$ cat config.mk
export PLATFORM = sky130hd
export DESIGN_NAME = serial_subtractor
export DESIGN_NICKNAME = d
export VERILOG_FILES = /design/src/rtl/serial_subtractor.sv
export SDC_FILE = /design/constraint.sdc
export NUM_CORES = 1
export LEC_CHECK = 0
export BUFFER_PORTS_ARGS = -buffer_cell sky130_fd_sc_hd__buf_2
export CAP_MARGIN = 15
export CORE_ASPECT_RATIO = 1.1
export CORE_UTILIZATION = 30
export CTS_BUF_LIST = sky130_fd_sc_hd__clkbuf_4 sky130_fd_sc_hd__clkbuf_8
export CTS_CLUSTER_DIAMETER = 150
export CTS_CLUSTER_SIZE = 14
export DETAILED_ROUTE_END_ITERATION = 8
export GPL_TIMING_DRIVEN = 0
export PLACE_DENSITY = 0.52
export SYNTH_ARGS = -nofsm -noshare
export SYNTH_HDL_FRONTEND = slang
export SYNTH_SLANG_ARGS = --single-unit
$ cat constraint.sdc
create_clock -name clk -period 3.65 [get_ports clk]
set_input_delay 0.1825 -clock clk [delete_from_list [all_inputs] [get_ports clk]]
set_output_delay 0.1825 -clock clk [all_outputs]
set_load 0.01 [all_outputs]
$ cat src/rtl/serial_subtractor.sv
// Bit-serial two's-complement subtractor: diff = a - b, LSB first, one full-adder
// cell computing a + ~b + 1. Operands and results move over valid/ready handshakes.
module serial_subtractor #(
  parameter int WIDTH = 4
) (
  input  logic             clk,
  input  logic             rst_n,
  input  logic             in_valid,
  output logic             in_ready,
  input  logic [WIDTH-1:0] a,
  input  logic [WIDTH-1:0] b,
  output logic             out_valid,
  input  logic             out_ready,
  output logic [WIDTH-1:0] diff,
  output logic             borrow,
  output logic             overflow,
  output logic             zero,
  output logic [1:0]       state_dbg
);

  // Handshakes: a transfer happens on a rising edge where valid && ready are
  // both high; valid, once raised, holds its payload stable until that edge.
  localparam int CNT_W = (WIDTH > 2) ? $clog2(WIDTH) : 1;

  typedef enum logic [1:0] {
    IDLE  = 2'd0,
    SHIFT = 2'd1,
    DONE  = 2'd2
  } state_t;

  state_t             state;
  logic [WIDTH-1:0]   a_sr;
  logic [WIDTH-1:0]   nb_sr;
  logic [WIDTH-2:0]   res;
  logic               carry;
  logic [CNT_W-1:0]   cnt;
  logic               a_msb;
  logic               b_msb;

  logic               sum_bit;
  logic               carry_next;
  logic [WIDTH-1:0]   res_next;

  // res keeps only the upper WIDTH-1 result bits; the final sum bit completes it.
  always_comb begin
    sum_bit    = a_sr[0] ^ nb_sr[0] ^ carry;
    carry_next = (a_sr[0] & nb_sr[0]) | (a_sr[0] & carry) | (nb_sr[0] & carry);
    res_next   = {sum_bit, res};
  end

  assign state_dbg = state;

  always_ff @(posedge clk) begin
    if (!rst_n) begin
      state     <= IDLE;
      in_ready  <= 1'b1;
      out_valid <= 1'b0;
      diff      <= '0;
      borrow    <= 1'b0;
      overflow  <= 1'b0;
      zero      <= 1'b0;
      a_sr      <= '0;
      nb_sr     <= '0;
      res       <= '0;
      carry     <= 1'b0;
      cnt       <= '0;
      a_msb     <= 1'b0;
      b_msb     <= 1'b0;
    end else begin
      case (state)
        IDLE: begin
          if (in_valid) begin
            a_sr     <= a;
            nb_sr    <= ~b;
            a_msb    <= a[WIDTH-1];
            b_msb    <= b[WIDTH-1];
            carry    <= 1'b1;
            cnt      <= '0;
            in_ready <= 1'b0;
            state    <= SHIFT;
          end
        end
        SHIFT: begin
          carry <= carry_next;
          res   <= res_next[WIDTH-1:1];
          a_sr  <= a_sr >> 1;
          nb_sr <= nb_sr >> 1;
          cnt   <= cnt + 1'b1;
          if (cnt == CNT_W'(WIDTH - 1)) begin
            diff      <= res_next;
            borrow    <= ~carry_next;
            overflow  <= (a_msb != b_msb) && (res_next[WIDTH-1] != a_msb);
            zero      <= (res_next == '0);
            out_valid <= 1'b1;
            state     <= DONE;
          end
        end
        DONE: begin
          if (out_ready) begin
            out_valid <= 1'b0;
            in_ready  <= 1'b1;
            state     <= IDLE;
          end
        end
        default: begin
          state     <= IDLE;
          in_ready  <= 1'b1;
          out_valid <= 1'b0;
        end
      endcase
    end
  end

endmodule
==> out/metrics.yaml <==
global_routing:
  gr-total-overflow: 0
  grt_use_total_pct: 13.1
  grt_pass1_wl_um: 3950
  grt_max_degree: 17
  antenna_found_initial: 0
  grt_pass1_vias: 877
timing:
  clock.fmax_ghz: 0.611
  layout_min_cycle_time_ps: 1640
  max-slew-margin-rel_pct: 63.7
  finalSetupViolCount: 0
  fin_skew_ps: 1.68
  rsz0062_at_grt: "false"
  layout_setup_ws_ps: 2010
  finalCritPeriodShare_pct: 44.8
  slew_viol_final: 0
  fin_tns_setup_ps: 0
  worst_pin_slew_ps: 545
  final-hold-violation-count: 0
synthesis:
  ys_warn_count: 0
  syn-cell-area_um2: 1130
  synth_largest_area_cell: "dfxtp_1"
  synth_common_cells: "dfxtp_1 (27), nor2_1 (20), a21oi_1 (13), nand2_1 (13), mux2i_1 (7)"
  synth_edf_count: 0
  synth.avg_cell_area_um2: 9.08
  synth_seq_cells: 27
  ys.flop_type: "dfxtp_1"
  synth_most_common_cell: "dfxtp_1"
  ys_seq_area_share_pct: 48.0
  syn_nets: 138
  synthArstFlopShare_pct: 0
  synth_cell_types: 28
  netlist_instances: 124
  synth_top_area_share_pct: 48.0
  ys_top_cells_by_area: "dfxtp_1 (48%), nor2_1 (6.7%), mux2i_1 (6.2%), a21oi_1 (5.8%), a211oi_2 (4.4%)"
power_and_ir_drop:
  leakagePower_nw: 0.556
  powerDensity_nw_per_um2: 397
  ir_worst_vdd_mv: 0.145
final_layout:
  num_antenna_cells: 0
  fin_util_pct: 38.2
  post_route_cells_drive_above_1_share_pct: 24.7
  postLayoutCellArea_um2: 1330
  area_growth_pct: 17.8
  nNetsFinal: 165
  fillerInstances: 391
routing:
  wl_per_cell_um: 11.5
  vias: 919
  antenna_left: 0
  drt_iter0_drc: 45
  dr.pass1.iters: 3
  drc_errors: 0
  routed_wl_um: 2280
  via_per_inst: 4.64
status:
  outcome: "finished, final reports clean"
place:
  io_buffers: 22
  post-dp-hpwl_um: 1660
  place_area_um2: 1300
  place_worst_setup_slack_ps: 2030
  gp_congestion: 0.732
worst_setup_path:
  startpoint: "a_sr[0]"
  worst_setup_path_start_kind: "flip-flop"
  r2r_slack_ps: 2010
  required_ps: 3920
  path_cells: "inv_1 -> fa_1 -> nor4b_1 -> nand2_1 -> a21oi_1"
  path_buf_inv: 1
  setup.worst_path.class: "flip-flop to flip-flop"
  worstRegToRegCells: 5
  cp.arrival_ps: 1910
  worst_path_max_delay_cell: "fa_1"
  crit_cells: 5
  slowest_delay_ps: 670
  critPathCaptureType: "flip-flop"
  path_delay_family: "adder cells"
  r2r_end: "zero"
  endpoint: "zero"
  regToRegStartpoint: "a_sr[0]"
  cp_max_fo: 5
clock_network:
  cts_tree: "built"
  insertion_delay_ps: 330
  path_clk_slew_ps: 150
  cts.sinks: 27
  cts_resized: 0
  root_buffer: "clkbuf_4"
  post-cts-setup-buffers: 0
  ctsHoldBuffers: 0
  ctsHtreeMaxLevel: 1
  clk_path_buf_depth: 2
  cts_buffers: 3
floorplan:
  coreArea_um2: 3470
  start_util_pct: 32.5
  placementRows: 22
  die_h_um: 66.3
  ios: 23
  dieArea_um2: 4000
  die_x_um: 60.4
flow_run:
  max_cap_viol_count: 0
hold_path:
  min_path_type: "input port to flip-flop"
==> area by class of cell <==
| class | instances | area [µm²] | area share [%] |
|---|---|---|---|
| inverter | 5 | 18.8 | 1.42 |
| timing repair buffer | 22 | 110 | 8.30 |
| sequential | 27 | 541 | 40.8 |
| clock inverter | 1 | 7.51 | 0.566 |
| multi-input combinational | 85 | 532 | 40.1 |
| clock buffer | 3 | 22.5 | 1.70 |
| tap | 48 | 60.1 | 4.53 |
| buffer | 7 | 35.0 | 2.64 |
==> metal layers <==
metal | share of wire (%) | vias to the layer above | track usage [%]
met5 | 0 | - | 0
met4 | 2.0 | 0 | 5.97
met3 | 2.6 | 4 | 1.17
met2 | 46 | 16 | 20.6
met1 | 49 | 423 | 17.8
li1 | - | 476 | -
==> worst min path at each step <==
stage / start / to / slack [ps] / cells past startpoint
after CTS: rst_n / in_ready / 50 / 2
after floorplan: rst_n / in_ready / 260 / 1
after global placement: rst_n / in_ready / 390 / 2
after global routing: rst_n / in_ready / 70 / 2
after detailed placement: rst_n / in_ready / 400 / 2
final: rst_n / in_ready / 60 / 2
==> stage by stage <==
stage	cells	total power [mW]	hold WS, ps
floorplan	124	0.376	259
global placement	194	0.397	391
detailed placement	194	0.399	399
CTS	198	0.535	47.9
global route	198	0.558	72.9
finish	198	0.526	58.2
==> power breakdown <==
group	switching (mW)	leakage [nW]	internal, mW
sequential	0.00847	0.221	0.309
clock	0.0928	0.0139	0.0420
combinational	0.0414	0.321	0.0327
==> worst register-to-register path, stage by stage, from the launching register on <==
cell and delay [ps]:
dfxtp_1 370, inv_1 60, fa_1 670, nor4b_1 260, nand2_1 90, a21oi_1 130
==> registers in the layout, summed over array words and instances (netlist names) <==
name and cells:
b_msb 1, overflow 1, diff 4, borrow 1, a_msb 1, out_valid 1
nb_sr 4, state_dbg 2, zero 1, carry 1, in_ready 1, res 3
cnt 2, a_sr 4
==> cells in the final DEF (no fill, tap or decap) <==
cell	Yosys	routed
fa_1	1	1
o21ai_0	1	1
a211oi_1	3	3
nor2b_1	1	1
o21ba_1	1	1
clkinvlp_4	0	1
mux2i_1	7	7
ha_1	1	1
a221oi_1	1	1
nor3b_2	1	1
a2bb2oi_1	1	1
clkbuf_4	0	3
nand2_1	13	13
buf_2	4	26
buf_4	1	1
clkbuf_1	2	2
a22oi_1	3	3
nor2_1	20	20
nand2b_1	1	1
a211oi_2	4	4
a21oi_1	13	13
inv_1	5	5
dfxtp_1	27	27
nand3b_1	2	2
and3b_1	1	1
o21bai_2	1	1
nor3_1	1	1
and2_1	3	3
nor4b_1	1	1
o21ai_1	4	4
==> logic make-up (layout without fill, tap and decap cells) <==
family                   after synthesis  after routing  synth area share [%]
AO/OA/AOI/OAI                         32             32                  19.9
adder cells (fa/ha/maj)                2              2                  2.89
buffers and inverters                 12             38                  4.78
flip-flops                            27             27                  48.0
multiplexers                           7              7                  6.22
AND/OR/NAND/NOR                       44             44                  18.2
No activity file was read; power rests on OpenSTA's default activity.
